**src/rtl/seg7_pkg.sv**
```systemverilog
// Shared types, segment bit positions and glyph table for the 7-segment scan driver.
package seg7_pkg;

    typedef logic [3:0] bcd_t;
    typedef logic [6:0] seg_t;

    localparam int SEG_A = 6;
    localparam int SEG_B = 5;
    localparam int SEG_C = 4;
    localparam int SEG_D = 3;
    localparam int SEG_E = 2;
    localparam int SEG_F = 1;
    localparam int SEG_G = 0;

    localparam seg_t SEG_0     = 7'b1111110;
    localparam seg_t SEG_1     = 7'b0110000;
    localparam seg_t SEG_2     = 7'b1101101;
    localparam seg_t SEG_3     = 7'b1111001;
    localparam seg_t SEG_4     = 7'b0110011;
    localparam seg_t SEG_5     = 7'b1011011;
    localparam seg_t SEG_6     = 7'b1011111;
    localparam seg_t SEG_7     = 7'b1110000;
    localparam seg_t SEG_8     = 7'b1111111;
    localparam seg_t SEG_9     = 7'b1111011;
    localparam seg_t SEG_BLANK = 7'b0000000;

    // Active-high glyph; non-decimal codes render dark.
    function automatic seg_t seg7_decode(input bcd_t v);
        case (v)
            4'd0:    return SEG_0;
            4'd1:    return SEG_1;
            4'd2:    return SEG_2;
            4'd3:    return SEG_3;
            4'd4:    return SEG_4;
            4'd5:    return SEG_5;
            4'd6:    return SEG_6;
            4'd7:    return SEG_7;
            4'd8:    return SEG_8;
            4'd9:    return SEG_9;
            default: return SEG_BLANK;
        endcase
    endfunction

endpackage

```
**src/rtl/seg7_scan_timer.sv**
```systemverilog
// Slot prescaler and digit index for the scan driver; flags the blank window
// and the frame boundary (index wrapping NUM_DIGITS-1 -> 0).
module seg7_scan_timer #(
    parameter int NUM_DIGITS   = 6,
    parameter int SCAN_DIV     = 1024,
    parameter int BLANK_CYCLES = 16,
    parameter int IW           = $clog2(NUM_DIGITS),
    parameter int PW           = $clog2(SCAN_DIV)
) (
    input  logic          clk,
    input  logic          reset_n,
    input  logic          en,
    output logic [IW-1:0] idx,
    output logic          blank,
    output logic          boundary,
    output logic          frame_start
);

    localparam logic [PW-1:0] PRESC_MAX = PW'(SCAN_DIV - 1);
    localparam logic [PW-1:0] BLANK_END = PW'(BLANK_CYCLES);
    localparam logic [IW-1:0] IDX_MAX   = IW'(NUM_DIGITS - 1);

    logic [PW-1:0] presc_q, presc_d;
    logic [IW-1:0] idx_q, idx_d;
    logic          frame_start_q, frame_start_d;
    logic          wrap;

    always_comb begin
        presc_d  = presc_q;
        idx_d    = idx_q;
        boundary = 1'b0;
        wrap     = (presc_q == PRESC_MAX);
        if (!en) begin
            presc_d = '0;
            idx_d   = '0;
        end else begin
            presc_d = wrap ? '0 : presc_q + 1'b1;
            if (wrap)
                idx_d = (idx_q == IDX_MAX) ? '0 : idx_q + 1'b1;
            boundary = wrap && (idx_q == IDX_MAX);
        end
        frame_start_d = boundary;
    end

    always_ff @(posedge clk or negedge reset_n) begin
        if (!reset_n) begin
            presc_q       <= '0;
            idx_q         <= '0;
            frame_start_q <= 1'b0;
        end else begin
            presc_q       <= presc_d;
            idx_q         <= idx_d;
            frame_start_q <= frame_start_d;
        end
    end

    assign idx         = idx_q;
    assign blank       = (presc_q < BLANK_END);
    assign frame_start = frame_start_q;

endmodule

```
**src/rtl/seg7_scan_driver.sv**
```systemverilog
// Time-multiplexed N-digit 7-segment driver with frame-aligned shadow load.
// Optional leading-zero blanking: define SEG7_LEADING_ZERO_BLANK_EN.
module seg7_scan_driver
    import seg7_pkg::*;
#(
    parameter int NUM_DIGITS     = 6,
    parameter int SCAN_DIV       = 1024,
    parameter int BLANK_CYCLES   = 16,
    parameter int SEG_ACTIVE_LOW = 0,
    parameter int DIG_ACTIVE_LOW = 0
) (
    input  logic                  clk,
    input  logic                  reset_n,
    input  logic                  en,
    input  bcd_t [NUM_DIGITS-1:0] bcd_in,
    input  logic [NUM_DIGITS-1:0] dp_in,
    input  logic                  update_req,
    output logic [6:0]            seg_out,
    output logic                  dp_out,
    output logic [NUM_DIGITS-1:0] digit_sel,
    output logic                  frame_start
);

    localparam int IW = $clog2(NUM_DIGITS);
    localparam int PW = $clog2(SCAN_DIV);

    localparam seg_t                  SEG_OFF = (SEG_ACTIVE_LOW != 0) ? 7'h7f : 7'h00;
    localparam logic                  DP_OFF  = (SEG_ACTIVE_LOW != 0);
    localparam logic [NUM_DIGITS-1:0] DIG_OFF = (DIG_ACTIVE_LOW != 0) ? '1 : '0;

    logic [IW-1:0] idx;
    logic          blank, boundary;

    seg7_scan_timer #(
        .NUM_DIGITS  (NUM_DIGITS),
        .SCAN_DIV    (SCAN_DIV),
        .BLANK_CYCLES(BLANK_CYCLES),
        .IW          (IW),
        .PW          (PW)
    ) u_timer (
        .clk        (clk),
        .reset_n    (reset_n),
        .en         (en),
        .idx        (idx),
        .blank      (blank),
        .boundary   (boundary),
        .frame_start(frame_start)
    );

    bcd_t [NUM_DIGITS-1:0] shadow_bcd_q, shadow_bcd_d;
    logic [NUM_DIGITS-1:0] shadow_dp_q, shadow_dp_d;
    logic                  pending_q, pending_d;

    // A request on the boundary cycle itself loads immediately rather than waiting a frame.
    always_comb begin
        shadow_bcd_d = shadow_bcd_q;
        shadow_dp_d  = shadow_dp_q;
        pending_d    = pending_q;
        if (boundary) begin
            if (pending_q || update_req) begin
                shadow_bcd_d = bcd_in;
                shadow_dp_d  = dp_in;
            end
            pending_d = 1'b0;
        end else if (update_req) begin
            pending_d = 1'b1;
        end
    end

    logic [NUM_DIGITS-1:0] lz_blank;

`ifdef SEG7_LEADING_ZERO_BLANK_EN
    logic hi_zero;
    always_comb begin
        lz_blank = '0;
        hi_zero  = 1'b1;
        for (int i = NUM_DIGITS - 1; i >= 1; i--) begin
            hi_zero     = hi_zero && (shadow_bcd_q[i] == 4'd0);
            lz_blank[i] = hi_zero;
        end
    end
`else
    assign lz_blank = '0;
`endif

    bcd_t                  cur_bcd;
    logic                  cur_dp, cur_lz;
    seg_t                  seg_act;
    logic                  dp_act;
    logic [NUM_DIGITS-1:0] dig_act;
    seg_t                  seg_out_q, seg_out_d;
    logic                  dp_out_q, dp_out_d;
    logic [NUM_DIGITS-1:0] digit_sel_q, digit_sel_d;

    always_comb begin
        cur_bcd = '0;
        cur_dp  = 1'b0;
        cur_lz  = 1'b0;
        dig_act = '0;
        for (int i = 0; i < NUM_DIGITS; i++) begin
            if (idx == IW'(i)) begin
                cur_bcd    = shadow_bcd_q[i];
                cur_dp     = shadow_dp_q[i];
                cur_lz     = lz_blank[i];
                dig_act[i] = 1'b1;
            end
        end
        seg_act = SEG_BLANK;
        dp_act  = 1'b0;
        if (!en || blank) begin
            dig_act = '0;
        end else begin
            seg_act = cur_lz ? SEG_BLANK : seg7_decode(cur_bcd);
            dp_act  = cur_dp;
        end
        // Polarity applied only here so internal state stays active-high.
        seg_out_d   = seg_act ^ SEG_OFF;
        dp_out_d    = dp_act ^ DP_OFF;
        digit_sel_d = dig_act ^ DIG_OFF;
    end

    always_ff @(posedge clk or negedge reset_n) begin
        if (!reset_n) begin
            shadow_bcd_q <= '0;
            shadow_dp_q  <= '0;
            pending_q    <= 1'b0;
            seg_out_q    <= SEG_OFF;
            dp_out_q     <= DP_OFF;
            digit_sel_q  <= DIG_OFF;
        end else begin
            shadow_bcd_q <= shadow_bcd_d;
            shadow_dp_q  <= shadow_dp_d;
            pending_q    <= pending_d;
            seg_out_q    <= seg_out_d;
            dp_out_q     <= dp_out_d;
            digit_sel_q  <= digit_sel_d;
        end
    end

    assign seg_out   = seg_out_q;
    assign dp_out    = dp_out_q;
    assign digit_sel = digit_sel_q;

endmodule

```
**config.mk**
```make
export PLATFORM = sky130hd
export DESIGN_NAME = seg7_scan_driver
export DESIGN_NICKNAME = d
export VERILOG_FILES = /design/src/rtl/seg7_pkg.sv /design/src/rtl/seg7_scan_timer.sv /design/src/rtl/seg7_scan_driver.sv
export SDC_FILE = /design/constraint.sdc
export NUM_CORES = 1
export LEC_CHECK = 0
export CAP_MARGIN = 10
export CORE_MARGIN = 3
export CORE_UTILIZATION = 52
export CTS_CLUSTER_DIAMETER = 200
export CTS_CLUSTER_SIZE = 25
export DETAILED_ROUTE_END_ITERATION = 8
export HOLD_SLACK_MARGIN = 0.02
export PLACE_DENSITY_LB_ADDON = 0.08
export SETUP_SLACK_MARGIN = 0.2
export SLEW_MARGIN = 15
export SYNTH_ARGS = -nofsm -noshare
export SYNTH_HDL_FRONTEND = slang
export SYNTH_HIERARCHICAL = 1
export SYNTH_SLANG_ARGS = --single-unit
export TNS_END_PERCENT = 20
```
**constraint.sdc**
```tcl
create_clock -name clk -period 2.8 [get_ports clk]
set_input_delay 0.84 -clock clk [delete_from_list [all_inputs] [get_ports clk]]
set_output_delay 0.84 -clock clk [all_outputs]
set_load 0.02 [all_outputs]
```
; Word-level counts from Yosys, hierarchy flattened
; Memories as Yosys holds them, arrays and structs flattened.
; Index checks and enable logic that the tools add are counted.
[word_totals]
ff_bits = 59
rom_bits = 112
elab_cells = 61
n_memories = 1
[memory_table]
columns = name, words, width, rd, rd_ports_with_merged_regs, write_ports, line_no
row1 = (no name shown), 16, 7, 1, 0, 0, seg7_pkg.sv:29  ; case (v)
[op_classes]
n_addsub = 2
n_lt_le_gt_ge = 1
eq_ne = 7
n_mux = 29
n_reduce_logical = 7
[ops]
columns = cell, n
row1 = $mux 4, 6
row2 = $mux 10, 2
row3 = $mux 1, 16
row4 = $add 10x1->10 const B, 1
row5 = $eq 10x10->1 const B, 1
row6 = $lt 10x5->1 const B, 1
row7 = $mux 3, 3
row8 = $mux 7, 1
row9 = $eq 3x2->1 const B, 2
row10 = $eq 3x3->1 const B, 2
row11 = $mux 6, 1
row12 = $add 3x1->3 const B, 1
row13 = $eq 3x1->1 const B, 1
row14 = $logic_not 3->1, 1
row15 = $logic_or 1x1->1, 2
row16 = $ne 2x1->1 const B, 1
row17 = $reduce_and 2->1, 1
row18 = $reduce_bool 2->1, 1
row19 = $logic_and 1x1->1, 1
row20 = $logic_not 1->1, 1

; Logic depth before layout (Yosys ltp)
; Gate-level depths: netlist (run 1).
; An unclocked memory read counts as a cell.
[logic_depth]
ltp_word = 9
depth_mapped = 9
depth_no_buf = 7

; Hierarchy
; Netlist (run 1), hierarchy kept.
[modules_own_cells]
columns = module, n_inst, cells_each, area_each_um2, seq_area_each_um2
row1 = seg7_scan_driver, 1, 159, 2100.8, 1126.1
row2 = seg7_scan_timer, 1, 71, 719.4, 350.3

; Least setup slack after synthesis (run 1)
; Ideal clock, no wire load.
[synth_timing]
path_type = input -> register
from = input en
to = register shadow_bcd_q[0] (netlist name)
setup_ps = 125
arrival_ps = 2116
required_time_ps = 2675
setup_slack_ps = 559
cell_stages = 6
path_buffers = 2
path_cell_list = buf_4 -> nand2_1 -> nor4b_1 -> o21ai_0 -> clkbuf_1 -> mux2_2
[synth_between]
elab_chain_len = 2
[synth_rtl]
columns = item, line_no
row1 = start: declaration, seg7_scan_driver.sv:14  ; input logic en,
row2 = $mux 1, seg7_scan_timer.sv:33  ; if (!en) begin
row3 = net boundary, seg7_scan_driver.sv:32  ; logic blank, boundary;
row4 = $reduce_and 2->1 (no line), -
row5 = end signal: assignment, seg7_scan_driver.sv:131  ; shadow_bcd_q <= shadow_bcd_d;
row6 = end: declaration, seg7_scan_driver.sv:50  ; bcd_t [NUM_DIGITS-1:0] shadow_bcd_q, shadow_bcd_d;
; The timed path passes the listed nets, and every way through them passes these cells.
; A chain may end at the register's enable or synchronous reset.

; Worst setup path after layout (run 1)
[layout_timing]
from = input en
to = register shadow_bcd_q[6] (netlist name)
; The elaborated chain is that of the path after synthesis.

==> flow_summary.ini, run 1 <==
[route]
detail_route.wl_per_cell_um = 14.9
via_per_inst = 5.38
routed_wl_um = 5420
drt_iter0_markers = 101
drc = 0
dr.pass1.iters = 4
ant_nets = 0
vias = 1965

[global_route]
globalRouteOverflowTotal = 0
grt_pass1_wl_um = 9220
grt_max_degree = 28
gr-usage-met3_pct = 7.22
track_usage_pct = 19.3
grt_pass1_vias = 1892
busiest_layer = met2
antenna_found_initial = 0
use_met2_pct = 29.4
grt_use_met1_pct = 25.6

[clock_tree]
cts.sinks = 59
cts_buffers = 9
clock_latency_ps = 340
clockBufferDepth = 2
clkTransAtPathRegs_ps = 60
post-cts-setup-buffers = 0
ctsHoldBuffers = 0
cts-root-buf = clkbuf_8
h-tree-depth = 3
cts_tree = yes
cts_resized = 0

[placed_design]
dp_hpwl_um = 3900
place_area_sq_um = 3430
dp_slack_ps = 164
routabilityCongestion = 0.779
io_buffers = 48

[setup_path]
crit_buf_inv = 3
arrival_ps = 2480
crit_fanout = 18
max_stage_delay_ps = 500
cp.required_ps = 3020
rr_startpoint = u_timer/idx[2]
path_delay_family = buffers and inverters
cp-end-kind = register
worstSetupStartpoint = en
critical_path_class = input port to register
worstPathCellList = clkdlybuf4s50_1, nand2_1, nor4b_1, buf_4, o21ai_2, buf_12, mux2_2
slowest_stage = clkdlybuf4s50_1
worst_setup_path_start_kind = input port

[flow_run]
maxCapViolCount = 0

[logic_synthesis]
syn-cell-area_sq_um = 2820
synth_top_area_cell = dfrtp_1
postSynthCellCount = 230
synth_cell_types = 47
synth_nets = 270
yosys-top-cells-area = dfrtp_1, mux2_2, mux2i_1, ha_1, a21oi_1
synth-seq-area-share_pct = 52.4
synth_seq_cells = 59
yosys_warnings = 6
synth_top_area_share_pct = 52.4
ys_async_sr_fraction_pct = 100
synth_enable_flop_cells = 0
avgSynthCellArea_sq_um = 12.3
synth-main-ff-cell = dfrtp_1

[timing]
fin_skew_ps = 7.17
setup_violations = 0
slew_headroom_pct = 64.1
tightest_slew_ps = 534
rsz0062_at_grt = false
finalHoldViolCount = 0
fin_tns_setup_ps = 0
min_period_ps = 2260
finalCritPeriodShare_pct = 80.9
timing.hold.ws_ps = 368
final_max_slew_viol_count = 0
max_freq_mhz = 442
worst_slack_ps = 535

[floorplan]
die_h_um = 79.6
core-area_sq_um = 5170
dieArea_sq_um = 6340
ios = 49
die_w_um = 79.6
initial_core_util_pct = 54.5
std_cell_rows = 26

[finish]
nNetsFinal = 331
final_area_sq_um = 3610
syn_to_final_growth_pct = 28.0
layout-drive-gt1-share_pct = 24.7
layout_common_cells = dfrtp_1, clkdlybuf4s50_1, mux2_2
antenna_cells = 0
final_common_cell = dfrtp_1

[status]
status = completed

[pwr]
irDropWorstVdd_mv = 0.416
power.density_nw_per_um2 = 480
power_mw = 1.73
p_leak_nw = 1.70

[hold_path]
hold_class = input port to async pin
## routing by layer
metal | vias up | routed length (um)
met5 | - | 0
met4 | 0 | 59
met3 | 10 | 334
met2 | 53 | 2580
met1 | 940 | 2450
li1 | 962 | -
## logic make-up after synthesis
kind of cell             share of synthesized area [%]
flip-flops                                        52.4
XOR/XNOR                                         0.932
AND/OR/NAND/NOR                                   14.7
AO/OA/AOI/OAI                                     7.81
buffers and inverters                             2.93
multiplexers                                      18.6
adder cells (fa/ha/maj)                           2.66
## state kept, by name, summed over array words and instances (netlist names)
signal,flops
shadow_bcd_q,24
u_timer/presc_q,10
seg_out,7
digit_sel,6
shadow_dp_q,6
u_timer/idx,3
dp_out,1
pending_q,1
u_timer/frame_start,1
## worst reg2reg max path: stages, from the launching register on
cell and delay [ps]:
dfrtp_1 650, mux4_2 410, a22oi_2 170, inv_1 110, ha_1 190, or3b_1 390, a31oi_1 180
## metrics by stage
stage	instances	utilization, %
2_1_floorplan	230	-
3_3_place_gp	350	66.3
3_5_place_dp	350	66.3
4_1_cts	365	69.8
5_1_grt	365	69.8
6_report	365	69.8
## worst paths after layout
check / to / slack, ps / cells past startpoint
setup / recovery: shadow_bcd_q[6] / 540 / 7
hold / removal: dp_out / 370 / 1
setup reg to reg: seg_out[0] / 620 / 6
hold reg to reg: shadow_bcd_q[17] / 500 / 1
max in group asynchronous: shadow_bcd_q[8] / 1810 / 2
min in group clk: shadow_bcd_q[17] / 500 / 1
## power breakdown
| group | switching (mW) | internal, mW |
|---|---|---|
| Combinational | 0.0685 | 0.0837 |
| Sequential | 0.0134 | 0.872 |
| Clock | 0.307 | 0.386 |
| Total | 0.389 | 1.34 |
## Yosys cell counts (3+ instances only)
library cell and n:
nand3_1 8, inv_1 6, mux2_2 33, or3_1 3
nor4_1 5, nand2b_1 5, buf_2 3, o21ai_0 4
nor2_1 11, clkbuf_1 4, a21oi_1 10, mux2i_1 13
nand2_1 11, nor3_1 7, ha_1 6, dfrtp_1 59
or4_1 3
## final cells by class
| type | instances | area, sq um |
|---|---|---|
| multi-input cells | 155 | 1260 |
| fillers | 372 | 1560 |
| clock inverters | 2 | 10.0 |
| flip-flops and latches | 59 | 1480 |
| well taps | 70 | 87.6 |
| inverters | 6 | 22.5 |
| repair buffers | 60 | 578 |
| clock buffers | 13 | 169 |
(Power assumes the default switching activity.)
==> inputs of run 2 (changes only) <==
clock period = 2.18 ns   (was 2.8 ns; I/O delays follow)
==> run 2 against run 1 <==
  * Sequential power rose by 29%
  * Wire length rose by 13%
  * Power rose by 43%
  * Die area did not move
  * Count of clock-buffer cells in the layout fell by 2
  * Hold slack got worse by 38 ps
  * Critical path type is now register to register
  * Highest routed layer unchanged
==> flow_summary.ini, run 2 (same netlist as run 1, synthesis figures left out) <==
[route]
ant_nets = 0
drc = 0
detail_route.wl_per_cell_um = 16.0
routed_wl_um = 6120
dr.pass1.iters = 4
via_per_inst = 5.54
drt_iter0_markers = 133
vias = 2116

[timing]
final_max_slew_viol_count = 0
tightest_slew_ps = 525
slew_headroom_pct = 64.7
max_freq_mhz = 498
fin_tns_setup_ps = 0
rsz0062_at_grt = true
finalHoldViolCount = 0
fin_skew_ps = 5.89
finalCritPeriodShare_pct = 92.1
worst_slack_ps = 172
min_period_ps = 2010
setup_violations = 0

[setup_path]
crit_fanout = 3
critical_path_class = register to register
cp-end-kind = register
slowest_stage = mux4_2
worstPathCellList = mux4_2, a22oi_2, inv_2, ha_4, or3b_4, a31oi_1
arrival_ps = 2260
cp.required_ps = 2430
worst_setup_path_start_kind = register
max_stage_delay_ps = 540

[placed_design]
dp_hpwl_um = 4050
routabilityCongestion = 0.829
dp_slack_ps = -105
io_buffers = 48

[pwr]
irDropWorstVdd_mv = 0.462
power.density_nw_per_um2 = 644
p_leak_nw = 1.78

[clock_tree]
cts.sinks = 59
clkTransAtPathRegs_ps = 60
clock_latency_ps = 340
h-tree-depth = 3
cts_buffers = 9
cts-root-buf = clkbuf_8
cts_tree = yes
clockBufferDepth = 2

[floorplan]
std_cell_rows = 26
initial_core_util_pct = 54.5
dieArea_sq_um = 6340
die_w_um = 79.6
ios = 49
core-area_sq_um = 5170
die_h_um = 79.6

[hold_path]
hold_class = input port to async pin

[finish]
fin_util_pct = 74.2
largest_register_ffs = 24
regMostFlops = shadow_bcd_q
layout_common_cells = dfrtp_1, clkdlybuf4s50_1, mux2_2
nNetsFinal = 347
antenna_cells = 0
layout-drive-gt1-share_pct = 34.6
final_common_cell = dfrtp_1
syn_to_final_growth_pct = 36.2

[global_route]
grt_pass1_vias = 2101
antenna_found_initial = 0
grt_max_degree = 32
globalRouteOverflowTotal = 0
grt_pass1_wl_um = 10100
track_usage_pct = 20.9

[status]
status = completed

[flow_run]
maxCapViolCount = 0
==> run 2: changes by cell type in the layout (fill, tap and decap cells not counted), sizes merged <==
cell,before,now
buf,13,28
bufinv,0,2
clkbuf,13,12
clkinv,2,3
==> run 2: layout make-up <==
cell class / count / area, sq um
flip-flops and latches: 59 / 1490
fillers: 351 / 1330
multi-input cells: 155 / 1310
repair buffers: 76 / 708
clock buffers: 11 / 151
well taps: 70 / 87.6
clock inverters: 5 / 75.1
inverters: 6 / 22.5
==> run 2: through the flow <==
step                      hold WS (ps)  instance area (sq um)  cells  power (mW)
after floorplan                    358                   2840    230        1.22
after global placement             484                   3500    357        1.36
after detailed placement           489                   3500    357        1.36
after CTS                          330                   3750    374        2.49
after global routing               355                   3840    382        2.57
final                              330                   3840    382        2.47
==> run 2: worst paths after layout <==
check                            startpoint  cells past startpoint  slack [ps]                 end
min in group clk           shadow_bcd_q[14]                      1         500    shadow_bcd_q[14]
max reg2reg                  u_timer/idx[0]                      6         170          seg_out[0]
min                                 reset_n                      2         330  u_timer/presc_q[2]
max in group asynchronous           reset_n                      2        1530      u_timer/idx[0]
min reg2reg                shadow_bcd_q[14]                      1         500    shadow_bcd_q[14]
max                          u_timer/idx[0]                      6         170          seg_out[0]
==> run 2: power breakdown <==
part           switching [mW]  internal (mW)  leakage, nW
Combinational          0.0934          0.111        0.862
Clock                   0.431          0.699        0.119
Sequential             0.0177           1.12        0.796
Total                   0.542           1.93         1.78
==> run 2: critical path: cells and delay by family, from the launching register on <==
kind / cells / cell delay (ps)
flip-flops: 1 / 410
AO/OA/AOI/OAI: 2 / 340
adder cells (fa/ha/maj): 1 / 160
AND/OR/NAND/NOR: 1 / 380
multiplexers: 1 / 540
buffers and inverters: 1 / 90
==> run 2: routing by layer <==
layer  part of all wire (%)  global-route usage (%)  wire length [um]  vias to the layer above
li1                       -                       -                 -                      999
met1                     44                    26.2              2680                     1037
met5                      0                       0                 0                        -
met3                    5.7                    7.67               351                        7
met4                   0.72                    5.67                44                        0
met2                     50                    34.1              3040                       73
==> run 2: timing repair <==
action / CTS / global route
hold buffers: 0 / 0
resized for setup: 4 / 13
cloned: 0 / 0
setup buffers: 1 / 8
pin swaps: 2 / 3
endpoints found under the setup margin: 32 / 39
